## src/rtl/upower_pkg.sv

```systemverilog
// upower_pkg: types and constants shared by the uPower instruction-memory
// loader blocks.
//   INSTR_W          instruction word width in bits
//   BYTES_PER_INSTR  bytes per instruction word on the load stream
//   loader_state_e   state encoding of the instr_mem_loader FSM
package upower_pkg;

    localparam int INSTR_W         = 32;
    localparam int BYTES_PER_INSTR = 4;

    // LD_CHK is only reachable when the checksum feature is compiled in.
    typedef enum logic [2:0] {
        LD_IDLE   = 3'd0,
        LD_HDR_HI = 3'd1,
        LD_HDR_LO = 3'd2,
        LD_DATA   = 3'd3,
        LD_CHK    = 3'd4,
        LD_DONE   = 3'd5
    } loader_state_e;

endpackage

```

## src/rtl/word_assembler.sv

```systemverilog
// word_assembler: packs a byte stream into big-endian instruction words.
// Each accepted byte is shifted into bits [7:0]. When the last byte of a
// word is accepted, the completed word is registered and word_valid pulses
// for one cycle.
// Ports:
//   clk, rst_n   clock, synchronous active-low reset
//   clear        drop any partially assembled word (new load starting)
//   byte_en      a byte is being consumed this cycle
//   byte_in      byte value
//   word_last    combinational: this byte_en completes a word
//   word_valid   registered 1-cycle pulse with the completed word
//   word         last completed word (held between pulses)
module word_assembler
    import upower_pkg::*;
(
    input  logic               clk,
    input  logic               rst_n,
    input  logic               clear,
    input  logic               byte_en,
    input  logic [7:0]         byte_in,
    output logic               word_last,
    output logic               word_valid,
    output logic [INSTR_W-1:0] word
);

    logic [INSTR_W-1:0] shift_q, shift_d;
    logic [INSTR_W-1:0] word_q, word_d;
    logic [1:0]         cnt_q, cnt_d;
    logic               valid_q, valid_d;
    logic [INSTR_W-1:0] shifted;

    assign shifted = {shift_q[INSTR_W-9:0], byte_in};

    always_comb begin
        shift_d   = shift_q;
        cnt_d     = cnt_q;
        word_d    = word_q;
        valid_d   = 1'b0;
        word_last = byte_en && (cnt_q == 2'(BYTES_PER_INSTR - 1));

        if (clear) begin
            shift_d = '0;
            cnt_d   = '0;
        end else if (byte_en) begin
            shift_d = shifted;
            cnt_d   = cnt_q + 2'd1;   // wraps to 0 after the last byte
            if (word_last) begin
                valid_d = 1'b1;
                word_d  = shifted;
            end
        end
    end

    always_ff @(posedge clk) begin
        if (!rst_n) begin
            shift_q <= '0;
            cnt_q   <= '0;
            word_q  <= '0;
            valid_q <= 1'b0;
        end else begin
            shift_q <= shift_d;
            cnt_q   <= cnt_d;
            word_q  <= word_d;
            valid_q <= valid_d;
        end
    end

    assign word_valid = valid_q;
    assign word       = word_q;

endmodule

```

## src/rtl/instr_mem_loader.sv

```systemverilog
// instr_mem_loader: loads a uPower program into instruction memory from a
// byte stream: 16-bit word count N (MSB first), N big-endian 32-bit words,
// and, when LOADER_CHECKSUM_EN is defined, a trailing XOR checksum byte.
// Words are written to consecutive word addresses starting at 0.
// Optional feature macro: LOADER_CHECKSUM_EN (checksum byte + chk_err).
// Ports:
//   clk, rst_n      clock, synchronous active-low reset
//   start           pulse: begin a load (honoured in IDLE or DONE only)
//   byte_valid/_data/_ready  byte stream handshake (transfer on valid&&ready)
//   wr_en/_addr/_data        instruction memory write port
//   busy            load in progress
//   done            load finished, held until next start or reset
//   overflow        header word count exceeded DEPTH (nothing written)
//   chk_err         checksum mismatch (tied 0 without the checksum feature)
module instr_mem_loader
    import upower_pkg::*;
#(
    parameter int DEPTH  = 64,
    parameter int ADDR_W = $clog2(DEPTH)
) (
    input  logic               clk,
    input  logic               rst_n,
    input  logic               start,
    input  logic               byte_valid,
    input  logic [7:0]         byte_data,
    output logic               byte_ready,
    output logic               wr_en,
    output logic [ADDR_W-1:0]  wr_addr,
    output logic [INSTR_W-1:0] wr_data,
    output logic               busy,
    output logic               done,
    output logic               overflow,
    output logic               chk_err
);

    loader_state_e     state_q, state_d;
    logic [15:0]       n_q, n_d;
    // One bit wider than the address so N == DEPTH ends without wrapping.
    logic [ADDR_W:0]   word_cnt_q, word_cnt_d;
    logic [ADDR_W:0]   word_cnt_inc;
    logic [ADDR_W-1:0] wr_addr_q, wr_addr_d;
    logic              overflow_q, overflow_d;
    logic [15:0]       hdr_n;
    logic              accept;
    logic              asm_clear;
    logic              asm_byte_en;
    logic              asm_word_last;
`ifdef LOADER_CHECKSUM_EN
    logic [7:0]        chk_acc_q, chk_acc_d;
    logic              chk_err_q, chk_err_d;
`endif

    // Handshake outputs derive only from the registered state.
    assign byte_ready = (state_q == LD_HDR_HI) || (state_q == LD_HDR_LO) ||
                        (state_q == LD_DATA)   || (state_q == LD_CHK);
    assign busy       = (state_q != LD_IDLE) && (state_q != LD_DONE);
    assign done       = (state_q == LD_DONE);
    assign accept     = byte_valid && byte_ready;
    assign asm_byte_en  = accept && (state_q == LD_DATA);
    assign hdr_n        = {n_q[15:8], byte_data};
    assign word_cnt_inc = word_cnt_q + (ADDR_W+1)'(1);

    always_comb begin
        state_d    = state_q;
        n_d        = n_q;
        word_cnt_d = word_cnt_q;
        wr_addr_d  = wr_addr_q;
        overflow_d = overflow_q;
        asm_clear  = 1'b0;
`ifdef LOADER_CHECKSUM_EN
        chk_acc_d  = chk_acc_q;
        chk_err_d  = chk_err_q;
`endif

        case (state_q)
            LD_IDLE, LD_DONE: begin
                if (start) begin
                    state_d    = LD_HDR_HI;
                    n_d        = '0;
                    word_cnt_d = '0;
                    overflow_d = 1'b0;
                    asm_clear  = 1'b1;
`ifdef LOADER_CHECKSUM_EN
                    chk_acc_d  = '0;
                    chk_err_d  = 1'b0;
`endif
                end
            end

            LD_HDR_HI: begin
                if (accept) begin
                    n_d[15:8] = byte_data;
                    state_d   = LD_HDR_LO;
                end
            end

            LD_HDR_LO: begin
                if (accept) begin
                    n_d = hdr_n;
                    if (hdr_n > 16'(DEPTH)) begin
                        overflow_d = 1'b1;
                        state_d    = LD_DONE;
                    end else if (hdr_n == 16'd0) begin
`ifdef LOADER_CHECKSUM_EN
                        state_d = LD_CHK;
`else
                        state_d = LD_DONE;
`endif
                    end else begin
                        state_d = LD_DATA;
                    end
                end
            end

            LD_DATA: begin
                if (accept) begin
`ifdef LOADER_CHECKSUM_EN
                    chk_acc_d = chk_acc_q ^ byte_data;
`endif
                    if (asm_word_last) begin
                        // Address is latched alongside the word so both
                        // appear with the wr_en pulse in the next cycle.
                        wr_addr_d  = word_cnt_q[ADDR_W-1:0];
                        word_cnt_d = word_cnt_inc;
                        if (16'(word_cnt_inc) == n_q) begin
`ifdef LOADER_CHECKSUM_EN
                            state_d = LD_CHK;
`else
                            state_d = LD_DONE;
`endif
                        end
                    end
                end
            end

`ifdef LOADER_CHECKSUM_EN
            LD_CHK: begin
                if (accept) begin
                    chk_err_d = (byte_data != chk_acc_q);
                    state_d   = LD_DONE;
                end
            end
`endif

            default: state_d = LD_IDLE;
        endcase
    end

    always_ff @(posedge clk) begin
        if (!rst_n) begin
            state_q    <= LD_IDLE;
            n_q        <= '0;
            word_cnt_q <= '0;
            wr_addr_q  <= '0;
            overflow_q <= 1'b0;
`ifdef LOADER_CHECKSUM_EN
            chk_acc_q  <= '0;
            chk_err_q  <= 1'b0;
`endif
        end else begin
            state_q    <= state_d;
            n_q        <= n_d;
            word_cnt_q <= word_cnt_d;
            wr_addr_q  <= wr_addr_d;
            overflow_q <= overflow_d;
`ifdef LOADER_CHECKSUM_EN
            chk_acc_q  <= chk_acc_d;
            chk_err_q  <= chk_err_d;
`endif
        end
    end

    word_assembler u_word_assembler (
        .clk        (clk),
        .rst_n      (rst_n),
        .clear      (asm_clear),
        .byte_en    (asm_byte_en),
        .byte_in    (byte_data),
        .word_last  (asm_word_last),
        .word_valid (wr_en),
        .word       (wr_data)
    );

    assign wr_addr  = wr_addr_q;
    assign overflow = overflow_q;
`ifdef LOADER_CHECKSUM_EN
    assign chk_err  = chk_err_q;
`else
    assign chk_err  = 1'b0;
`endif

endmodule
```

## config.mk

```make
export PLATFORM = sky130hd
export DESIGN_NAME = instr_mem_loader
export DESIGN_NICKNAME = d
export VERILOG_FILES = /design/src/rtl/upower_pkg.sv /design/src/rtl/word_assembler.sv /design/src/rtl/instr_mem_loader.sv
export SDC_FILE = /design/constraint.sdc
export NUM_CORES = 1
export LEC_CHECK = 0
export ABC_AREA = 1
export ABC_CLOCK_PERIOD_IN_PS = 1950
export CELL_PAD_IN_SITES_DETAIL_PLACEMENT = 0
export CELL_PAD_IN_SITES_GLOBAL_PLACEMENT = 1
export CORE_MARGIN = 10
export CORE_UTILIZATION = 39
export CTS_CLUSTER_SIZE = 12
export DETAILED_ROUTE_END_ITERATION = 6
export PLACE_DENSITY_LB_ADDON = 0.1
export SLEW_MARGIN = 0
export SYNTH_ARGS = -nofsm -noshare
export SYNTH_HDL_FRONTEND = slang
export SYNTH_SLANG_ARGS = --single-unit
```

## constraint.sdc

```tcl
create_clock -name clk -period 1.95 [get_ports clk]
set_input_delay 0.585 -clock clk [delete_from_list [all_inputs] [get_ports clk]]
set_output_delay 0.585 -clock clk [all_outputs]
set_load 0.1 [all_outputs]
```

# Word-level counts from Yosys, hierarchy flattened

Index checks and enable logic that the tools add are counted.

Flip-flop bits (word level): 92
Bits of input ports: 12
Output and inout bits: 44
Word-level logic and storage cells: 80

Add/sub/neg operators: 2
$lt $le $gt $ge: 1
Equality and inequality tests: 15
Multiplexer cells: 25
Bitwise gates (word level): 4
Reduce and logical (&&, ||, !) cells: 23

Operators with widths:

| operator            | count |
|---|---|
| $mux 3              | 8 |
| $pmux 8 s3          | 1 |
| $mux 7              | 3 |
| $eq 7x16->1         | 1 |
| $gt 16x7->1 const B | 1 |
| $logic_not 16->1    | 1 |
| $mux 16             | 1 |
| $mux 8              | 2 |
| $pmux 8 s2          | 1 |
| $pmux 7 s2          | 1 |
| $pmux 3 s4          | 1 |
| $reduce_and 4->1    | 3 |
| $ne 2x2->1 const B  | 5 |
| $reduce_and 3->1    | 3 |
| $add 7x1->7 const B | 1 |
| $eq 3x2->1 const B  | 2 |
| $eq 3x3->1 const B  | 2 |
| $mux 1              | 6 |
| $reduce_and 6->1    | 1 |
| $reduce_bool 2->1   | 3 |
| $logic_and 1x1->1   | 4 |
| $ne 2x1->1 const B  | 2 |
| $not 1->1           | 4 |
| $reduce_or 2->1     | 2 |
| 9 further kinds     | 11 |

# Logic depth before layout (Yosys ltp)

Word-level depth: 10
Gate-level depth with buffers: 13

# By module

From an unflattened synthesis, not the netlist that was laid out.

Cells, all modules: 579
Area total of the unflattened synthesis: 4,116.4 um2

By module, submodules not included:

| module           | instances | cells an instance | area each (um2) |
|---|---|---|---|
| word_assembler   | 1         | 323               | 2,285.9 |
| instr_mem_loader | 1         | 256               | 1,830.5 |

# Worst setup path after synthesis

No wires, ideal clock.

Kind: reg2out
From: reg state_q[2]
To: out byte_ready
Arrival time: 1.982 ns
Setup slack: -0.617 ns
Stages on the path, launching flop included: 3
Buffers on the path: 0
Path through: dfxtp_1 > inv_2 > xor2_1

Word-level cells in the longest chain between the ends: 4
Elaborated cells on any way between the ends: 7

Ends and longest elaborated chain:

| element                                         | RTL line                | RTL |
|---|---|---|
| start, declared                                 | instr_mem_loader.sv:36  | `loader_state_e state_q, state_d;` |
| start signal, assigned                          | instr_mem_loader.sv:161 | `state_q <= state_d;` |
| $eq 3x1->1 / $eq 3x2->1 (equally long branches) | instr_mem_loader.sv:54  | `assign byte_ready = (state_q == LD_HDR_HI) \|\| (state_q == LD_HDR_LO) \|\|` |
| $logic_or 1x1->1 (2 in a row)                   | instr_mem_loader.sv:54  |  |
| $logic_or 1x1->1 *                              | instr_mem_loader.sv:55  | `(state_q == LD_DATA) \|\| (state_q == LD_CHK);` |
| end, declared                                   | instr_mem_loader.sv:26  | `output logic byte_ready,` |

Mark *: on every way between the ends. The rest lies on a longest branch, timed or not.

# Worst setup path after layout

From: reg state_q[1]
To: out byte_ready

Same word-level chain as after synthesis.

==> run summary <==
Run status: finished, final reports clean
Drt pass-1 iters: 4
Synth Area in Compound Gates: 15.1%
Largest family of logic cells by synthesized area: simple AND/OR/NAND/NOR gates
CP endpoint kind: output port
Share of cells above drive strength 1: 19.7%
Post-synth ARST share: 0%
Worst Tran Pin Value: 566 ps
Area Growth Syn to Fin: 41.9%
Crit path max fanout: 3
Initial antenna violation count: 0
ANT nets after route: 0
Worst path cell trace: nor2_4, xor2_4, buf_12
Power density cells: 992 mW/mm2
Most used DFF post-synth: dfxtp_1
R2R depth: 12
Clock buffer depth: 2
Comb pwr share: 35.6%
Pleak: 2.17 nW
Mux cell area share after synthesis: 0%
Final Hold Vio Count: 0
Die H: 118 um
Clock Sinks: 92
Switching share of total power: 38.0%
Ranking of synthesized cells by area: dfxtp_1 49%, nand2_1 13%, nor2_1 8.8%
RSZ-0062 raised after global routing: true
Final HPWL DP: 7180 um
Min cycle time layout: 1900 ps
Number of buffers added on ports: 54
Worst setup SP type: flop
Number of flops mapped to enable cells by yosys: 0
Fillers: 896
Clk root buf: clkbuf_8
Tcrit/Tclk final: 97.5%
Critical path data arrival time: 1320 ps
Min-Delay Path Class: flop to flop
Peak VDD IR: 0.797 mV
Clock latency on the worst-skew pair: 360 ps
Post-CTS Setup Bufs: 0
Num ports: 56
Cell Int Power: 3.27 mW
GR Util All Layers: 14.0%
Warnings, synthesis: 0
Post-DR vias/cell: 4.73
CTS tree: built
Dominant cell type by area after synthesis: dfxtp_1
Avg Cell Area, Syn: 7.23 um2
Final #Nets: 607
Seq pwr share: 39.7%
Antenna diodes: 0
Critical path's largest stage delay: 380 ps
DIE AREA: 0.0139 mm2
Setup TNS: 0 ps
Slowest stage cell, crit path: dfxtp_4
Placed insts: 711
CP required: 1360 ps
Simple logic cell fraction of the synthesized area: 27.9%
Mapped Nets: 533
Post-Layout Cell Count: 727
Overall Power: 5.28 mW
H-tree levels: 3
Switching power: 2.01 mW
Storage cell area: 0.00185 mm2
Cells after Synth: 519
Fmax: 0.526 GHz
Total gr overflow: 0
Hold EP: u_word_assembler.shift_q[23]
Synth Area in XOR/XNOR: 0.233%
# hold bufs at CTS: 0
WL/cell: 13.5 um
Placement Setup Slack: -179 ps
Seq/Total Area, Yosys: 49.1%
Die width: 118 um
Vias: 3,438
Routed wire length: 9790 um
Vias in the first global route: 3,308
Final core occ: 57.4%
Multi-input logic area: 0.00170 mm2
Rows: 35
Drt drc: 0
Hold Path Cell Cnt: 2
Worst-path clk slew: 100 ps
Initial DRC count: 200
Mapped Area: 0.00375 mm2
Worst hold start: u_word_assembler.shift_q[23]
Setup CP Type: flop to output port
First-pass GRT wire length: 16,300 um
Placer Congestion: 0.783
Core area: 0.00928 mm2
RR Startpoint: word_cnt_q[1]
Total CTS buffers: 9
Synth Area in Adders: 0.667%
Initial core utilization: 40.4%
Top cell type's share of synthesized area: 49.1%
Setup WS post-layout: 49.5 ps
Register bit count reported by yosys: 92
Post-synthesis cell type count: 27
Final Max Tran Viols: 0
Worst reg2reg setup slack: 210 ps
Worst r2r dst: state_q[1]
Clock Skews: 12.4 ps
Clk pwr share: 24.7%
Largest net degree at the start of global routing: 33
Worst rel slew slack: 62.0%
# setup viols final: 0
Max-cap violations: 0
[how the worst max path moves through the flow]
stage,endpoint,slack (ps),startpoint
floorplan,n_q[9],9,state_q[0]
global placement,state_q[1],-130,byte_data[1]
detailed placement,state_q[1],-180,byte_valid
CTS,byte_ready,10,state_q[2]
global route,done,-2,state_q[1]
finish,byte_ready,50,state_q[1]
[synthesized netlist by cell type (all sizes together) (2+ instances only)]
cell      n
nand3    23
nand4     3
buf      14
clkbuf   11
nand3b    8
ha        2
nor2     92
o21ai    47
dfxtp    92
a21oi    59
nand2   126
inv      37
[flip-flops by register name, summed over array words and instances, names as in the netlist]
signal	cells
n_q	16
overflow	1
state_q	3
u_word_assembler.cnt_q	2
u_word_assembler.shift_q	24
u_word_assembler.word	32
u_word_assembler.word_valid	1
word_cnt_q	7
wr_addr	6
[logic make-up after synthesis]
logic type | Yosys count
fa+ha+maj | 2
buf+inv | 62
flops | 92
compound gates | 108
xor+xnor | 1
simple gates | 253
other cells | 1
[routing by layer]
metal / up-vias / routed length [um] / track usage (%)
li1: 1809 / - / -
met1: 1556 / 4870 / 18.6
met2: 67 / 4240 / 20.8
met3: 6 / 614 / 4.03
met4: 0 / 72 / 5.26
met5: - / 0 / 0
[power by group through the flow]
stage	clock network (mW)	logic, mW	registers [mW]
2_1_floorplan	0	1.26	2.14
3_3_place_gp	0	1.87	2.11
3_5_place_dp	0	1.88	2.11
4_1_cts	1.35	1.90	2.08
5_1_grt	1.42	2.03	2.11
6_report	1.30	1.88	2.10
[layout make-up]
class / instances / share of cell area (%)
Inverter: 37 / 2.61
Clock buffer: 10 / 2.40
Multi-Input combinational cell: 365 / 31.8
Sequential cell: 92 / 34.8
Timing Repair Buffer: 88 / 24.0
Tap cell: 129 / 3.03
Clock inverter: 6 / 1.34
[layout by cell type, fill, tap and decap left out, types with 2 or more instances in the layout]
master | Yosys | layout
o21ai_2 | 4 | 3
nor2_1 | 88 | 86
buf_12 | 0 | 47
clkdlybuf4s50_1 | 0 | 11
dfxtp_4 | 0 | 3
inv_2 | 4 | 5
nand3b_1 | 8 | 8
clkbuf_8 | 0 | 9
buf_4 | 1 | 30
nand2_1 | 125 | 125
nor2_2 | 2 | 2
nand3_1 | 23 | 23
o21ai_1 | 1 | 2
dfxtp_1 | 92 | 88
nor2_4 | 2 | 4
a21oi_2 | 2 | 2
inv_1 | 33 | 32
a21oi_1 | 57 | 57
o21ai_0 | 42 | 41
nand4_1 | 2 | 2
[what timing repair did]
| item | CTS | global route |
|---|---|---|
| gates resized for setup | 4 | 6 |
| pin swaps | 0 | 1 |
| setup endpoints to repair | 3 | 5 |
[per-stage QoR]
stage          cell area, um2  hold slack, ps
3_5_place_dp             5110             460
3_3_place_gp             5110             450
5_1_grt                  5330             486
2_1_floorplan            3790             440
6_report                 5330             471
4_1_cts                  5310             476
[critical path, delay by kind of cell (launching register included)]
| kind | cells | cell delay [ps] |
|---|---|---|
| flops | 1 | 380 |
| simple gates | 1 | 200 |
| buf+inv | 1 | 190 |
| xor+xnor | 1 | 180 |
Note: power is estimated with default switching activity, not from simulation.
